--- src/rtl/mainbus_reg_arbiter_pkg.sv ---
// Shared types and constants for the main-bus register write arbiter.
package mainbus_pkg;
  typedef enum logic [1:0] {IDLE, DRIVE, TURN} state_t;

  localparam logic PORT_A = 1'b0;
  localparam logic PORT_B = 1'b1;

  localparam int NUM_REGS_DEF = 4;
  localparam int SEL_W_DEF    = 2;
endpackage

--- src/rtl/mainbus_reg_arbiter_if.sv ---
// Requester handshakes plus register-side strobes/bus of the write arbiter.
interface mainbus_reg_arbiter_if
  import mainbus_pkg::*;
#(
  parameter int NUM_REGS = NUM_REGS_DEF,
  parameter int SEL_W    = SEL_W_DEF
);
  logic                pa_valid;
  logic                pa_ready;
  logic [SEL_W-1:0]    pa_sel;
  logic [7:0]          pa_data;
  logic                pb_valid;
  logic                pb_ready;
  logic [SEL_W-1:0]    pb_sel;
  logic [7:0]          pb_data;
  logic                pb_lock;
  logic [NUM_REGS-1:0] reg_load_n;
  logic [7:0]          bus_out;
  logic                bus_owner;
  logic                sel_err;
  logic [7:0]          stall_cnt;

  modport master (
    output pa_valid, pa_sel, pa_data, pb_valid, pb_sel, pb_data, pb_lock,
    input  pa_ready, pb_ready, reg_load_n, bus_out, bus_owner, sel_err, stall_cnt
  );

  modport slave (
    input  pa_valid, pa_sel, pa_data, pb_valid, pb_sel, pb_data, pb_lock,
    output pa_ready, pb_ready, reg_load_n, bus_out, bus_owner, sel_err, stall_cnt
  );
endinterface

--- src/rtl/mainbus_reg_arbiter_rr_arb2.sv ---
// Two-way round-robin arbiter; lock pins the grant on B while B is requesting.
module rr_arb2
  import mainbus_pkg::*;
(
  input  logic clk,
  input  logic rst,
  input  logic req_a,
  input  logic req_b,
  input  logic lock,
  input  logic upd,
  input  logic upd_port,
  output logic gnt_vld,
  output logic gnt,
  output logic held
);
  logic last;

  // Reset to B so that A wins the first tie.
  always_ff @(posedge clk) begin
    if (rst)      last <= PORT_B;
    else if (upd) last <= upd_port;
  end

  always_comb begin
    held    = lock && req_b;
    gnt_vld = req_a || req_b;
    if (held)                gnt = PORT_B;
    else if (req_a && req_b) gnt = ~last;
    else                     gnt = req_b ? PORT_B : PORT_A;
  end
endmodule

--- src/rtl/mainbus_reg_arbiter.sv ---
// Arbitrates two writers onto the register load path with a turnaround cycle
// on owner change; strobes, bus data and owner are registered.
module mainbus_reg_arbiter
  import mainbus_pkg::*;
#(
  parameter int NUM_REGS = NUM_REGS_DEF,
  parameter int SEL_W    = SEL_W_DEF
) (
  input  logic                 clk,
  input  logic                 rst,
  mainbus_reg_arbiter_if.slave bus
);
  state_t              state, nxt;
  logic                ra, rb, xfer, xport;
  logic                gnt_vld, gnt, held;
  logic                own_v, oth_v, sel_ok, stall_evt;
  logic [SEL_W-1:0]    sel;
  logic [7:0]          data;
  logic [NUM_REGS-1:0] strobe, load_n;
  logic [7:0]          bus_q, stall;
  logic                owner, err;

  rr_arb2 u_arb (
    .clk      (clk),
    .rst      (rst),
    .req_a    (bus.pa_valid),
    .req_b    (bus.pb_valid),
    .lock     (bus.pb_lock && owner == PORT_B && state == DRIVE),
    .upd      (xfer),
    .upd_port (xport),
    .gnt_vld  (gnt_vld),
    .gnt      (gnt),
    .held     (held)
  );

  always_ff @(posedge clk) begin
    if (rst) state <= IDLE;
    else     state <= nxt;
  end

  always_comb begin
    nxt   = state;
    ra    = 1'b0;
    rb    = 1'b0;
    own_v = (owner == PORT_B) ? bus.pb_valid : bus.pa_valid;
    oth_v = (owner == PORT_B) ? bus.pa_valid : bus.pb_valid;
    if (!rst) begin
      case (state)
        IDLE: if (gnt_vld) begin
          ra  = (gnt == PORT_A);
          rb  = (gnt == PORT_B);
          nxt = DRIVE;
        end
        // A waiting non-owner forces a turnaround unless B holds the lock.
        DRIVE: begin
          if (oth_v && !held) nxt = TURN;
          else if (own_v) begin
            ra = (owner == PORT_A);
            rb = (owner == PORT_B);
          end else nxt = IDLE;
        end
        TURN:    nxt = IDLE;
        default: nxt = IDLE;
      endcase
    end
  end

  assign xfer      = ra || rb;
  assign xport     = rb;
  assign sel       = xport ? bus.pb_sel : bus.pa_sel;
  assign data      = xport ? bus.pb_data : bus.pa_data;
  assign sel_ok    = int'(sel) < NUM_REGS;
  assign stall_evt = (bus.pa_valid && !ra) || (bus.pb_valid && !rb);

  always_comb begin
    for (int i = 0; i < NUM_REGS; i++) strobe[i] = (int'(sel) == i);
  end

  always_ff @(posedge clk) begin
    if (rst) begin
      load_n <= '1;
      bus_q  <= '0;
      owner  <= PORT_A;
      err    <= 1'b0;
      stall  <= '0;
    end else begin
      load_n <= xfer ? ~strobe : '1;
      err    <= xfer && !sel_ok;
      if (xfer) begin
        bus_q <= data;
        owner <= xport;
      end
      if (stall_evt && stall != 8'hFF) stall <= stall + 8'd1;
    end
  end

  assign bus.pa_ready   = ra;
  assign bus.pb_ready   = rb;
  assign bus.reg_load_n = load_n;
  assign bus.bus_out    = bus_q;
  assign bus.bus_owner  = owner;
  assign bus.sel_err    = err;
  assign bus.stall_cnt  = stall;
endmodule

--- src/flat_wrapper.sv ---
// flat-port wrapper written by rule: the top's interface ports become plain ports
module mainbus_reg_arbiter_flat import mainbus_pkg::*;
#(
  parameter int NUM_REGS = NUM_REGS_DEF,
  parameter int SEL_W    = SEL_W_DEF
)
  (clk, rst, bus_pa_valid, bus_pa_sel, bus_pa_data, bus_pb_valid, bus_pb_sel, bus_pb_data, bus_pb_lock, bus_pa_ready, bus_pb_ready, bus_reg_load_n, bus_bus_out, bus_bus_owner, bus_sel_err, bus_stall_cnt);
  mainbus_reg_arbiter_if #(.NUM_REGS(NUM_REGS), .SEL_W(SEL_W)) bus_i ();
  input  logic clk;
  input  logic rst;
  input wire logic [$bits(bus_i.pa_valid)-1:0] bus_pa_valid;
  input wire logic [$bits(bus_i.pa_sel)-1:0] bus_pa_sel;
  input wire logic [$bits(bus_i.pa_data)-1:0] bus_pa_data;
  input wire logic [$bits(bus_i.pb_valid)-1:0] bus_pb_valid;
  input wire logic [$bits(bus_i.pb_sel)-1:0] bus_pb_sel;
  input wire logic [$bits(bus_i.pb_data)-1:0] bus_pb_data;
  input wire logic [$bits(bus_i.pb_lock)-1:0] bus_pb_lock;
  output wire logic [$bits(bus_i.pa_ready)-1:0] bus_pa_ready;
  output wire logic [$bits(bus_i.pb_ready)-1:0] bus_pb_ready;
  output wire logic [$bits(bus_i.reg_load_n)-1:0] bus_reg_load_n;
  output wire logic [$bits(bus_i.bus_out)-1:0] bus_bus_out;
  output wire logic [$bits(bus_i.bus_owner)-1:0] bus_bus_owner;
  output wire logic [$bits(bus_i.sel_err)-1:0] bus_sel_err;
  output wire logic [$bits(bus_i.stall_cnt)-1:0] bus_stall_cnt;
  assign bus_i.pa_valid = bus_pa_valid;
  assign bus_i.pa_sel = bus_pa_sel;
  assign bus_i.pa_data = bus_pa_data;
  assign bus_i.pb_valid = bus_pb_valid;
  assign bus_i.pb_sel = bus_pb_sel;
  assign bus_i.pb_data = bus_pb_data;
  assign bus_i.pb_lock = bus_pb_lock;
  assign bus_pa_ready = bus_i.pa_ready;
  assign bus_pb_ready = bus_i.pb_ready;
  assign bus_reg_load_n = bus_i.reg_load_n;
  assign bus_bus_out = bus_i.bus_out;
  assign bus_bus_owner = bus_i.bus_owner;
  assign bus_sel_err = bus_i.sel_err;
  assign bus_stall_cnt = bus_i.stall_cnt;
  mainbus_reg_arbiter #(.NUM_REGS(NUM_REGS), .SEL_W(SEL_W)) u_core (.clk(clk), .rst(rst), .bus(bus_i));
endmodule
--- config.mk ---
export PLATFORM = sky130hd
export DESIGN_NAME = mainbus_reg_arbiter_flat
export DESIGN_NICKNAME = d
export VERILOG_FILES = /design/src/rtl/mainbus_reg_arbiter_pkg.sv /design/src/rtl/mainbus_reg_arbiter_if.sv /design/src/rtl/mainbus_reg_arbiter_rr_arb2.sv /design/src/rtl/mainbus_reg_arbiter.sv /design/src/flat_wrapper.sv
export SDC_FILE = /design/constraint.sdc
export NUM_CORES = 1
export LEC_CHECK = 0
export CORE_ASPECT_RATIO = 0.6
export CORE_MARGIN = 5
export CORE_UTILIZATION = 29
export CTS_CLUSTER_SIZE = 14
export DETAILED_ROUTE_END_ITERATION = 16
export SLEW_MARGIN = 20
export SYNTH_ARGS = -nofsm -noshare
export SYNTH_HDL_FRONTEND = slang
export SYNTH_SLANG_ARGS = --single-unit
--- constraint.sdc ---
create_clock -name clk -period 2.2 [get_ports clk]
set_input_delay 0.33 -clock clk [delete_from_list [all_inputs] [get_ports clk]]
set_output_delay 0.33 -clock clk [all_outputs]
set_load 0.005 [all_outputs]
==> flow_metrics.env <==
export IMPL_die_x_um=92.3
export IMPL_pin_count_of_the_biggest_net_entering_global_routing=17
export IMPL_floorplan_rows=17
export IMPL_final_net_count=213
export IMPL_globalRouteTotalUtil=0.127
export IMPL_final_antenna_net_count=0
export IMPL_mostFrequentLayoutCells="44 x sky130_fd_sc_hd__clkdlybuf4s50_1, 24 x sky130_fd_sc_hd__dfxtp_1, 13 x sky130_fd_sc_hd__buf_4, 12 x sky130_fd_sc_hd__a21oi_1, 10 x sky130_fd_sc_hd__nand3_1"
export IMPL_leakagePower_nw=0.715
export IMPL_worst_reg2reg_endpoint="u_core.bus.stall_cnt[7]"
export IMPL_routed_wirelength_um=3440
export IMPL_max_freq_mhz=471
export IMPL_min_delay_start="u_core.bus.bus_out[2]"
export IMPL_clock_insertion_delay_worst_skew_ns=0.27
export IMPL_grt_antenna_before_repair=0
export IMPL_netlist_top_cells_area="sky130_fd_sc_hd__dfxtp_1 41%, sky130_fd_sc_hd__a22oi_1 5.7%, sky130_fd_sc_hd__a21oi_1 5.1%"
export IMPL_tritoncts="built"
export IMPL_total_of_max_cap_violations=0
export IMPL_vdd_ir_drop_max_mv=0.310
export IMPL_core_area_um2=3790
export IMPL_post_synth_xor_area_fraction=0
export IMPL_average_vias_per_placed_instance=4.93
export IMPL_globalRouteOverflowTotal=0
export IMPL_dp_slack_ns=-0.450
export IMPL_setup_tns_ns=0
export IMPL_rsz0062_at_grt="no"
export IMPL_run_status="complete, no violations"
export IMPL_ioPinCount=49
export IMPL_synthesis_instances=129
export IMPL_synth_mux_area_frac=0.0658
export IMPL_max_slew_margin_rel=0.633
export IMPL_ctsHtreeMaxLevel=1
export IMPL_drt_pass1_iter_count=4
export IMPL_synth_largest_type_area_fraction=0.408
export IMPL_async_flop_share=0
export IMPL_crit_path_dat_ns=2.28
export IMPL_yosys_warning_total=0
export IMPL_worstMarginPinSlew_ns=0.550
export IMPL_worst_case_clock_buffer_depth=2
export IMPL_post_route_min_period_ns=2.12
export IMPL_yosys_area_share_adder=0.0106
export IMPL_synth_compound_area_frac=0.266
export IMPL_min_delay_path_class="reg2reg"
export IMPL_ff2ff_setup_slack_ns=0.31
export IMPL_final_cell_area_um2=1830
export IMPL_fin_ws_ns=0.0791
export IMPL_floorplan_die_height_um=59.4
export IMPL_clk_transition_reported_paths_ns=0.09
export IMPL_holdPathStages=2
export IMPL_starting_density_of_the_core=0.311
export IMPL_slowest_stage="sky130_fd_sc_hd__clkdlybuf4s50_1"
export IMPL_setup_worst_path_start="bus_pa_valid"
export IMPL_num_antenna_cells=0
export IMPL_via_count=1148
export IMPL_place_area_um2=1760
export IMPL_synthFlopType="sky130_fd_sc_hd__dfxtp_1"
export IMPL_wl_per_cell_um=14.8
export IMPL_crit_chain="clkdlybuf4s50_1, buf_4, nand2_1, o211a_1, a21bo_1, a2111oi_4, mux2_1"
export IMPL_fill_cells=344
export IMPL_synth_edf_count=0
export IMPL_die_area_um2=5480
export IMPL_cts_root_buffer="sky130_fd_sc_hd__clkbuf_8"
export IMPL_syn_area_per_cell_um2=9.14
export IMPL_yosys_register_bits=24
export IMPL_multi_input_comb_area_um2=641
export IMPL_main_combinational_cell_family_by_area_after_synthesis="compound AO/OA/AOI/OAI gates"
export IMPL_timing_final_max_slew_violations=0
export IMPL_synth_area_leader_cell="sky130_fd_sc_hd__dfxtp_1"
export IMPL_ff_latch_area_um2=480
export IMPL_grt_pass1_vias=1128
export IMPL_yosysSeqAreaShare=0.408
export IMPL_dr_first_iter_drc_count=31
export IMPL_dp_final_hpwl_um=2780
export IMPL_yosys_area_share_simple=0.195
export IMPL_startpoint_type="input port"
export IMPL_drive_above_1_share=0.151
export IMPL_cellPowerDensity_nw_per_um2=589
export IMPL_area_growth_synth_to_final_pct=54.9
export IMPL_drc=0
export IMPL_crit_path_max_fanout=8
export IMPL_portBuffers=47
export IMPL_setup_worst_path_class="in2reg"
export IMPL_worst_setup_path_end_kind="flop"
export IMPL_synthesis_nets=155
export IMPL_synth_lib_cells_used_distinct=39
export IMPL_place_gp_congestion=0.811
export IMPL_hold_viol_final=0
export IMPL_setup_viol_count_final=0
export IMPL_timing_critical_path_slowest_cell_delay_ns=0.48
export IMPL_min_period_over_period=0.964
export IMPL_crit_reg2reg_launch="u_core.bus.stall_cnt[0]"
export IMPL_required_ns=2.36
export IMPL_wire_length_of_the_first_global_routing_pass_um=5420
export IMPL_cts_sinks=24
export IMPL_holdPathEnd="u_core.bus.bus_out[2]"
export IMPL_clock_skew_final_ns=0.00863
export IMPL_post_synth_instance_area_um2=1180
export IMPL_cts_inserted_buffers=3
export IMPL_ff2ff_path_depth=5
export IMPL_layout_cells_most_common="sky130_fd_sc_hd__clkdlybuf4s50_1"
[power by group]
group | switching [mW] | internal [mW]
combinational | 0.121 | 0.160
clock | 0.142 | 0.160
sequential | 0.0231 | 0.470
total | 0.286 | 0.790
[layout make-up]
cell class | count | area share
multi-input combinational | 92 | 0.351
tap | 47 | 0.0322
timing repair buffer | 60 | 0.311
sequential | 24 | 0.263
inverter | 6 | 0.0123
clock buffer | 4 | 0.0302
[how the worst max path moves through the flow]
stage	slack, ns	to
6_report	0.08	u_core.bus.stall_cnt[7]
5_1_grt	0.04	u_core.bus.stall_cnt[7]
4_1_cts	0.01	bus_pb_ready
3_5_place_dp	-0.45	bus_pa_ready
3_3_place_gp	-0.37	bus_pa_ready
2_1_floorplan	0.51	u_core.bus.stall_cnt[7]
[cell families (layout without fill, tap and decap cells)]
| kind of cell | Yosys count | in the layout |
|---|---|---|
| AO/OA/AOI/OAI | 40 | 40 |
| AND/OR/NAND/NOR | 43 | 43 |
| other | 1 | 1 |
| flip-flops | 24 | 24 |
| multiplexers | 7 | 7 |
| buffers and inverters | 13 | 70 |
| adder cells (fa/ha/maj) | 1 | 1 |
[stage by stage]
stage,instances,power (mW),hold slack [ns],utilization
finish,233,1.08,0.473,0.482
global route,233,1.13,0.510,0.482
CTS,233,1.09,0.477,0.481
detailed placement,228,0.783,0.465,0.465
global placement,228,0.776,0.455,0.465
floorplan,129,0.618,0.419,-
[flip-flops by register name, indices dropped and copies added (netlist names)]
| register | flops |
|---|---|
| u_core.bus.bus_out | 8 |
| u_core.bus.reg_load_n | 4 |
| u_core.bus.stall_cnt | 8 |
| u_core.u_arb.last | 1 |
| u_core.state | 2 |
| u_core.bus.bus_owner | 1 |
[critical path, delay by kind of cell]
family | cells | cell delay (ns)
buf+inv | 2 | 0.63
mux | 1 | 0.37
simple gates | 1 | 0.06
compound gates | 3 | 0.91
[repair_timing]
item	CTS	global route
pin swaps	1	2
setup buffers	1	0
hold buffers	0	0
gates resized for setup	3	1
endpoints found under the setup margin	1	1
[metal layers]
layer  wire length (um)  track usage
met1               1730        0.168
met2               1580        0.207
met3                107       0.0292
met4                 24       0.0381
met5                  0            0
[cells in the mapped netlist, types with 2 or more instances]
master,count
sky130_fd_sc_hd__nand2b_1,2
sky130_fd_sc_hd__mux2_2,5
sky130_fd_sc_hd__a21oi_1,12
sky130_fd_sc_hd__clkbuf_1,5
sky130_fd_sc_hd__nand2_1,5
sky130_fd_sc_hd__nand3_1,10
sky130_fd_sc_hd__nor3_1,2
sky130_fd_sc_hd__nor2b_1,8
sky130_fd_sc_hd__nor2_1,10
sky130_fd_sc_hd__inv_1,5
sky130_fd_sc_hd__a211oi_1,5
sky130_fd_sc_hd__a22oi_1,9
sky130_fd_sc_hd__o211a_1,2
sky130_fd_sc_hd__dfxtp_1,24
Power figures use the tool's default switching activity.
